## config.mk

```make
export PLATFORM = sky130hd
export DESIGN_NAME = vernam_decoder_flat
export DESIGN_NICKNAME = d
export VERILOG_FILES = /design/src/rtl/vernam_decoder_if.sv /design/src/rtl/vernam_decoder.sv /design/src/flat_wrapper.sv
export SDC_FILE = /design/constraint.sdc
export NUM_CORES = 1
export LEC_CHECK = 0
export ABC_AREA = 1
export BUFFER_PORTS_ARGS = -buffer_cell sky130_fd_sc_hd__buf_4
export CORE_ASPECT_RATIO = 1.2
export CORE_MARGIN = 1.5
export CORE_UTILIZATION = 54
export DETAILED_ROUTE_END_ITERATION = 12
export PLACE_DENSITY = 0.9
export SLEW_MARGIN = 10
export SYNTH_ARGS = -nofsm -noshare
export SYNTH_HDL_FRONTEND = slang
export SYNTH_SLANG_ARGS = --single-unit
export TNS_END_PERCENT = 10
```

## constraint.sdc

```tcl
create_clock -name clk -period 1.5 [get_ports clk]
set_clock_uncertainty 0.05 [all_clocks]
set_input_delay 0.375 -clock clk [delete_from_list [all_inputs] [get_ports clk]]
set_output_delay 0.375 -clock clk [all_outputs]
set_load 0.005 [all_outputs]
```

## src/rtl/vernam_decoder_if.sv

```systemverilog
`default_nettype none
// ============================================================================
// Module      : vernam_decoder_if
// Description : Signal bundle for the Vernam decoder. Carries the command
//               (start/base_addr/length), status (busy/done/byte_count),
//               the ciphertext RAM read port, the key-stream handshake and
//               the plaintext output handshake.
//   slave  : decoder side (drives status, RAM address, key_ready, plaintext)
//   master : environment side (drives command, RAM data, key, pt_ready)
// Revision    : 1.0 - initial release
// ============================================================================
interface vernam_decoder_if #(
  parameter int ADDR_WIDTH = 8,
  parameter int DATA_WIDTH = 8
);
  logic                  start;
  logic [ADDR_WIDTH-1:0] base_addr;
  logic [ADDR_WIDTH:0]   length;
  logic                  busy;
  logic                  done;
  logic                  ram_en;
  logic [ADDR_WIDTH-1:0] ram_addr;
  logic [DATA_WIDTH-1:0] ram_dout;
  logic [DATA_WIDTH-1:0] key_data;
  logic                  key_valid;
  logic                  key_ready;
  logic [DATA_WIDTH-1:0] pt_data;
  logic                  pt_valid;
  logic                  pt_ready;
  logic [ADDR_WIDTH:0]   byte_count;

  modport slave (
    input  start, base_addr, length, ram_dout, key_data, key_valid, pt_ready,
    output busy, done, ram_en, ram_addr, key_ready, pt_data, pt_valid, byte_count
  );

  modport master (
    output start, base_addr, length, ram_dout, key_data, key_valid, pt_ready,
    input  busy, done, ram_en, ram_addr, key_ready, pt_data, pt_valid, byte_count
  );
endinterface
`default_nettype wire

```

## src/rtl/vernam_decoder.sv

```systemverilog
`default_nettype none
// ============================================================================
// Module      : vernam_decoder
// Description : Reads a run of ciphertext bytes from block RAM, XORs each one
//               with one key-stream byte and emits the plaintext on a
//               valid/ready stream. One byte is fully handled (fetch, RAM
//               wait, key handshake, output handshake) before the next.
// Ports       :
//   clk   - rising-edge clock
//   reset - asynchronous, active-low reset
//   bus   - vernam_decoder_if.slave: command, status, RAM read port,
//           key stream in, plaintext stream out
// Revision    : 1.0 - initial release
// ============================================================================
module vernam_decoder #(
  parameter int ADDR_WIDTH  = 8,
  parameter int DATA_WIDTH  = 8,
  parameter int RAM_LATENCY = 1   // 1..3
) (
  input  logic                 clk,
  input  logic                 reset,
  vernam_decoder_if.slave      bus
);

  localparam logic [2:0] c_IDLE  = 3'd0;
  localparam logic [2:0] c_FETCH = 3'd1;
  localparam logic [2:0] c_WAIT  = 3'd2;
  localparam logic [2:0] c_KEY   = 3'd3;
  localparam logic [2:0] c_OUT   = 3'd4;
  localparam logic [2:0] c_DONE  = 3'd5;

  localparam logic [1:0]          c_LAT_LAST = 2'(RAM_LATENCY - 1);
  localparam logic [ADDR_WIDTH:0] c_REM_ONE  = (ADDR_WIDTH+1)'(1);
  localparam logic [ADDR_WIDTH:0] c_REM_ZERO = '0;

  logic [2:0]            r_state;
  logic [ADDR_WIDTH-1:0] r_addr;
  logic [ADDR_WIDTH:0]   r_remaining;
  logic [1:0]            r_lat_cnt;
  logic [DATA_WIDTH-1:0] r_cipher;
  logic [DATA_WIDTH-1:0] r_pt_data;
  logic                  r_pt_valid;
  logic [ADDR_WIDTH:0]   r_byte_count;

  // Status and strobes are pure state decodes so no input reaches them combinationally.
  assign bus.busy       = (r_state != c_IDLE);
  assign bus.done       = (r_state == c_DONE);
  assign bus.ram_en     = (r_state == c_FETCH);
  assign bus.key_ready  = (r_state == c_KEY);
  assign bus.ram_addr   = r_addr;
  assign bus.pt_data    = r_pt_data;
  assign bus.pt_valid   = r_pt_valid;
  assign bus.byte_count = r_byte_count;

  always_ff @(posedge clk or negedge reset) begin
    if (!reset) begin
      r_state      <= c_IDLE;
      r_addr       <= '0;
      r_remaining  <= '0;
      r_lat_cnt    <= '0;
      r_cipher     <= '0;
      r_pt_data    <= '0;
      r_pt_valid   <= 1'b0;
      r_byte_count <= '0;
    end else begin
      case (r_state)
        c_IDLE: begin
          if (bus.start) begin
            r_addr       <= bus.base_addr;
            r_remaining  <= bus.length;
            r_byte_count <= '0;
            r_state      <= (bus.length == c_REM_ZERO) ? c_DONE : c_FETCH;
          end
        end

        c_FETCH: begin
          r_lat_cnt <= '0;
          r_state   <= c_WAIT;
        end

        c_WAIT: begin
          if (r_lat_cnt == c_LAT_LAST) begin
            r_cipher <= bus.ram_dout;
            r_state  <= c_KEY;
          end else begin
            r_lat_cnt <= r_lat_cnt + 2'd1;
          end
        end

        c_KEY: begin
          // key_ready is high throughout this state, so key_valid alone completes the handshake.
          if (bus.key_valid) begin
            r_pt_data  <= r_cipher ^ bus.key_data;
            r_pt_valid <= 1'b1;
            r_state    <= c_OUT;
          end
        end

        c_OUT: begin
          if (bus.pt_ready) begin
            r_pt_valid   <= 1'b0;
            r_byte_count <= r_byte_count + (ADDR_WIDTH+1)'(1);
            r_addr       <= r_addr + ADDR_WIDTH'(1);
            r_remaining  <= r_remaining - (ADDR_WIDTH+1)'(1);
            // Exit on the last byte rather than at zero so the counter never wraps.
            r_state      <= (r_remaining == c_REM_ONE) ? c_DONE : c_FETCH;
          end
        end

        c_DONE: begin
          r_state <= c_IDLE;
        end

        default: begin
          r_state <= c_IDLE;
        end
      endcase
    end
  end

endmodule
`default_nettype wire

```

## src/flat_wrapper.sv

```systemverilog
// flat-port wrapper written by rule: the top's interface ports become plain ports
module vernam_decoder_flat 
#(
  parameter int ADDR_WIDTH  = 8,
  parameter int DATA_WIDTH  = 8,
  parameter int RAM_LATENCY = 1          
)
  (clk, reset, bus_start, bus_base_addr, bus_length, bus_ram_dout, bus_key_data, bus_key_valid, bus_pt_ready, bus_busy, bus_done, bus_ram_en, bus_ram_addr, bus_key_ready, bus_pt_data, bus_pt_valid, bus_byte_count);
  vernam_decoder_if #(.ADDR_WIDTH(ADDR_WIDTH), .DATA_WIDTH(DATA_WIDTH)) bus_i ();
  input  logic clk;
  input  logic reset;
  input wire logic [$bits(bus_i.start)-1:0] bus_start;
  input wire logic [$bits(bus_i.base_addr)-1:0] bus_base_addr;
  input wire logic [$bits(bus_i.length)-1:0] bus_length;
  input wire logic [$bits(bus_i.ram_dout)-1:0] bus_ram_dout;
  input wire logic [$bits(bus_i.key_data)-1:0] bus_key_data;
  input wire logic [$bits(bus_i.key_valid)-1:0] bus_key_valid;
  input wire logic [$bits(bus_i.pt_ready)-1:0] bus_pt_ready;
  output wire logic [$bits(bus_i.busy)-1:0] bus_busy;
  output wire logic [$bits(bus_i.done)-1:0] bus_done;
  output wire logic [$bits(bus_i.ram_en)-1:0] bus_ram_en;
  output wire logic [$bits(bus_i.ram_addr)-1:0] bus_ram_addr;
  output wire logic [$bits(bus_i.key_ready)-1:0] bus_key_ready;
  output wire logic [$bits(bus_i.pt_data)-1:0] bus_pt_data;
  output wire logic [$bits(bus_i.pt_valid)-1:0] bus_pt_valid;
  output wire logic [$bits(bus_i.byte_count)-1:0] bus_byte_count;
  assign bus_i.start = bus_start;
  assign bus_i.base_addr = bus_base_addr;
  assign bus_i.length = bus_length;
  assign bus_i.ram_dout = bus_ram_dout;
  assign bus_i.key_data = bus_key_data;
  assign bus_i.key_valid = bus_key_valid;
  assign bus_i.pt_ready = bus_pt_ready;
  assign bus_busy = bus_i.busy;
  assign bus_done = bus_i.done;
  assign bus_ram_en = bus_i.ram_en;
  assign bus_ram_addr = bus_i.ram_addr;
  assign bus_key_ready = bus_i.key_ready;
  assign bus_pt_data = bus_i.pt_data;
  assign bus_pt_valid = bus_i.pt_valid;
  assign bus_byte_count = bus_i.byte_count;
  vernam_decoder #(.ADDR_WIDTH(ADDR_WIDTH), .DATA_WIDTH(DATA_WIDTH), .RAM_LATENCY(RAM_LATENCY)) u_core (.clk(clk), .reset(reset), .bus(bus_i));
endmodule
```

== Word level (Yosys, flattened, before mapping) ==
Cells that the tools add are included.

* Register bits: 48
* Logic and storage cells: 58

* $add $sub $neg: 4
* Equal/unequal tests: 11
* Mux-type cells: 21
* Bitwise operators: 1
* Reduce and logical (&&, ||, !) cells: 13

{| class="wikitable"
|+ Operators with widths
! kind !! number
|-
| $mux W9 || 4
|-
| $pmux W9 S2 || 2
|-
| $mux W3 || 6
|-
| $mux W8 || 2
|-
| $pmux W8 S2 || 1
|-
| $pmux W3 S5 || 1
|-
| $add A9 B1 Y9 const B || 1
|-
| $eq A9 B1 Y1 const B || 1
|-
| $logic_not A9 Y1 || 1
|-
| $sub A9 B1 Y9 const B || 1
|-
| $add A8 B1 Y8 const B || 1
|-
| $ne A2 B2 Y1 const B || 4
|-
| $xor A8 B8 Y8 || 1
|-
| $eq A3 B2 Y1 const B || 2
|-
| $eq A3 B3 Y1 const B || 2
|-
| $reduce_and A2 Y1 || 3
|-
| $reduce_and A3 Y1 || 2
|-
| $reduce_bool A2 Y1 || 3
|-
| $pmux W2 S2 || 1
|-
| $reduce_and A4 Y1 || 1
|-
| $eq A3 B1 Y1 const B || 1
|-
| $logic_not A3 Y1 || 1
|-
| $reduce_bool A3 Y1 || 1
|-
| $add A2 B1 Y2 const B || 1
|-
| 5 further kinds || 6
|}

== Longest topological paths before layout ==
* Depth after elaboration: 4
* Depth in mapped cells: 9
* Depth with buffers taken out: 9

== Worst setup path after synthesis ==
Ideal clock, no wire load.

* Kind: reg-to-reg
* Start: register u_core.r_lat_cnt[0]
* End: register u_core.r_state[2]
* Library setup time: 65 ps
* Arrival: 1,268 ps
* Data required time: 1,385 ps
* Path slack: 117 ps
* Stages on the path, launching flop included: 10
* Buffers on the path: 1
* Period minus slack after synthesis: 1,383 ps
* Cell sequence: dfrtp_1 -> inv_1 -> ha_1 -> clkbuf_1 -> inv_1 -> nand2_1 -> nand2_1 -> nor2_1 -> nand2_1 -> nand2_1

* Longest elaborated chain between the ends: 3

{| class="wikitable"
|+ RTL lines
! element !! line !! RTL
|-
| start: declaration || vernam_decoder.sv:39 || <nowiki>logic [1:0] r_lat_cnt;</nowiki>
|-
| start signal: assignment || vernam_decoder.sv:86 || <nowiki>r_lat_cnt <= r_lat_cnt + 2'd1;</nowiki>
|-
| $logic_not A2 Y1 || vernam_decoder.sv:82 || <nowiki>if (r_lat_cnt == c_LAT_LAST) begin</nowiki>
|-
| $ne A2 B1 Y1 (no source line) || -- ||
|-
| $reduce_and A4 Y1 (no source line) || -- ||
|-
| end signal: assignment || vernam_decoder.sv:78 || <nowiki>r_state <= c_WAIT;</nowiki>
|-
| end signal: assignment || vernam_decoder.sv:84 || <nowiki>r_state <= c_KEY;</nowiki>
|-
| end signal: assignment || vernam_decoder.sv:95 || <nowiki>r_state <= c_OUT;</nowiki>
|-
| end: declaration || vernam_decoder.sv:36 || <nowiki>logic [2:0] r_state;</nowiki>
|}

No other way between the ends.
A chain may end at the register's enable or synchronous reset.

== Worst setup path after layout ==
* Start: register u_core.r_state[1]
* End: output port bus_busy

* Longest elaborated chain between the ends: 1

{| class="wikitable"
|+ RTL lines
! element !! line !! RTL
|-
| start signal: assignment || vernam_decoder.sv:57 || <nowiki>r_state <= c_IDLE;</nowiki>
|-
| start signal: assignment || vernam_decoder.sv:72 || <nowiki>r_state <= (bus.length == c_REM_ZERO) ? c_DONE : c_FETCH;</nowiki>
|-
| start signal: assignment || vernam_decoder.sv:78 ||
|-
| $reduce_bool A3 Y1 || vernam_decoder.sv:46 || <nowiki>assign bus.busy = (r_state != c_IDLE);</nowiki>
|-
| end: declaration || flat_wrapper.sv:19 || <nowiki>output wire logic [$bits(bus_i.busy)-1:0] bus_busy;</nowiki>
|}

No other way between the ends.

==> impl_results.md <==
* Worst hold path startpoint: bus_ram_dout[1]
* Sequential share of the synthesized area at 42.95%
* DR DRC count at 0
* Switch Pwr at 2.834 mW
* Critical path type: reg2out
* Placed instance area at 3410 um2
* Initial antenna violation count at 0
* IO Pins at 68
* Synth area leader: dfrtp_1
* YS warnings at 0
* Worst r2r src: u_core.r_state[1]$_DFFE_PN0P_
* RSZ-0062 raised after global routing: true
* Total number of vias at 2,888
* Dpl ws at 0.01709 ns
* Non-filler cells, final at 533
* Highest ir drop seen on vdd at 0.001137 V
* Latest clock arrival within the worst-skew pair at 0.31 ns
* Slew Limit Fails at 0
* Rel. slew slack at 79.08%
* Synth top area share at 42.95%
* Port bufs at 67
* Post-Synthesis Cell Area at 2796 um2
* # setup viols final at 31
* Syn_nets at 430
* Commonest non-fill, non-tap cells in the layout: 142 x nand2_1, 79 x buf_4, 46 x dfrtp_1
* Final Cycle Share at 108.9%
* Worst reg2reg path depth at 8
* Hold EP: u_core.r_cipher[1]$_DFFE_PN0P_
* Arr. time, crit path at 1.21 ns
* Mean Syn Cell Area at 7.226 um2
* Combinational power share at 50.3%
* Final Hold Violating Endpoints at 0
* Row count at 28
* Area Overhead vs Synth at 33.96%
* Largest net degree at the start of global routing at 28
* Fin nets at 515
* Die Height at 81.83 um
* Switching fraction of total power at 41.42%
* Setup TNS at -1.826 ns
* Worst-case clock buffer depth at 2
* Synth top area cells: dfrtp_1 43%, nand2_1 19%, nand3_1 5.9%
* Flop pwr share at 33.1%
* Drt pass-1 iters at 6
* FMAX at 0.6121 GHz
* Clock power frac at 16.6%
* Crit. End Element: primary output
* Worst EP required at 1.07 ns
* Routed Antenna Nets at 0
* Routed WL at 7490 um
* Critical Path Fanout Max at 5
* Post-DP HPWL at 4939 um
* CP cell instances: nor2_4, nand2_2, buf_6
* Gr usage total at 25.49%
* Yosys reg bits at 48
* Static Leak at 1.990 nW
* Cts bufs inserted at 5
* Max-cap violations at 0
* Minimum clock period at 1.634 ns
* Clock slew at reported path FFs at 0.10 ns
* Tightest Pin Transition at 0.3115 ns
* Synth unique cells at 28
* Startpoint type of the worst setup path: register
* Vias in the first global route at 2,640
* Die area at 5621 um2
* Fin util at 75.30%
* Status: finished, violations left
* Grt ovf at 0
* Clk sinks at 48
* Vias per inst at 5.418
* Design area at 3746 um2
* CP max stage delay at 0.48 ns
* Critical Path Start: u_core.r_state[1]$_DFFE_PN0P_
* Gpl congestion at 0.8203
* Violated checks: negative setup slack
* Wire per inst at 14.05 um
* Slowest stage cell, crit path: dfrtp_2
* Die width at 68.69 um
* Most common cell after layout, fill and taps aside: nand2_1
* Share of cells above drive strength 1 at 27.91%
* Mapped Cells at 387
* Root buffer cell: clkbuf_8
* CTS tree: yes
* R2r setup slk at -0.13 ns
* Core area at 4975 um2
* Async SR Flop Fraction at 100.0%
* Starting density of the core at 56.21%
* Antenna diode count at 0
* Worst Hold Class: in2reg
* Iter 0 DRT Violations at 191
* FILL cells at 347
* DP Cell Count at 514
* Cell count of the worst hold path at 3
* EDFF count, synth at 0
* First-pass GRT wire length at 10,980 um
* Pwr/cell area at 1826 nW/um2
* Synth Flop Type: dfrtp_1
* Internal power at 4.008 mW
* Reg-to-reg critical path endpoint: u_core.r_remaining[3]$_DFFE_PN0P_
* CTS H-Tree Depth at 2
* Final worst slack at -0.1338 ns
[power groups by stage]
stage                     clock (mW)  combinational (mW)  sequential [mW]
after floorplan                    0                1.85             2.20
after global placement             0                2.73             2.23
after detailed placement           0                2.86             2.26
after CTS                       1.14                3.04             2.24
after global routing            1.19                3.84             2.32
final                           1.14                3.44             2.27
[synth_stat cells, types with 2 or more instances]
master,count
nand2_1,145
dfrtp_1,48
inv_1,39
nor2_1,36
nand3_1,33
o21ai_0,17
nand4_1,9
o21ai_2,8
xnor2_1,8
a21oi_1,5
buf_4,5
ha_1,5
inv_2,4
buf_6,3
nand2_2,3
a31oi_1,2
buf_2,2
nor2_2,2
nor3_1,2
o21bai_1,2
or2_2,2
[final cells by class]
class	count	area [um2]	area share (%)
multi-input cells	285	1400	37.37
inverters	43	171.4	4.576
clock buffers	5	68.82	1.837
clock inverters	3	68.82	1.837
flip-flops and latches	48	1204	32.13
repair buffers	89	758.2	20.24
well taps	60	75.07	2.004
[layer usage]
metal	share of wire [%]	up-vias	GRT usage [%]
met5	0	-	0
met4	2.3	0	8.431
met3	6.1	24	4.795
met2	53	118	46.92
met1	39	1355	29.06
li1	-	1391	-
[logic make-up after synthesis]
family | Yosys count | synth area share, %
AND/OR/NAND/NOR | 235 | 35.17
AO/OA/AOI/OAI | 37 | 8.322
flip-flops | 48 | 42.95
XOR/XNOR | 8 | 2.506
adder cells (fa/ha/maj) | 5 | 2.237
buffers and inverters | 54 | 8.814
[worst max path at each step]
stage | to | slack (ns)
floorplan | u_core.r_state[2]$_DFFE_PN0P_ | 0.12
global placement | u_core.r_remaining[3]$_DFFE_PN0P_ | 0.07
detailed placement | u_core.r_remaining[2]$_DFFE_PN0P_ | 0.02
CTS | bus_ram_en | -0.1
global route | u_core.r_remaining[3]$_DFFE_PN0P_ | -0.23
finish | bus_busy | -0.13
[through the flow]
stage	hold WS [ns]	total power [mW]
floorplan	0.02941	4.051
global placement	0.2383	4.952
detailed placement	0.2369	5.120
CTS	0.2440	6.424
global route	0.2603	7.355
finish	0.2477	6.842
[what timing repair did]
action,CTS,global route
gates resized for setup,14,18
gates cloned,0,2
setup buffers,3,5
pin swaps,3,8
endpoints found under the setup margin,7,44
hold endpoints to repair,21,0
hold buffers,1,0
[state kept, by name (all words and copies together) (netlist names)]
register and cells:
u_core.r_state 3, u_core.r_lat_cnt 2, u_core.r_cipher 8, u_core.r_remaining 9, u_core.bus.pt_valid 1, u_core.bus.ram_addr 8, u_core.bus.byte_count 9, u_core.bus.pt_data 8
[critical path, delay by kind of cell, from the launching register on]
family	cells	cell delay, ns
DFF	1	0.48
and+or+nand+nor	2	0.31
buffers and inverters	1	0.12
Note: power is estimated with default switching activity, not from simulation.
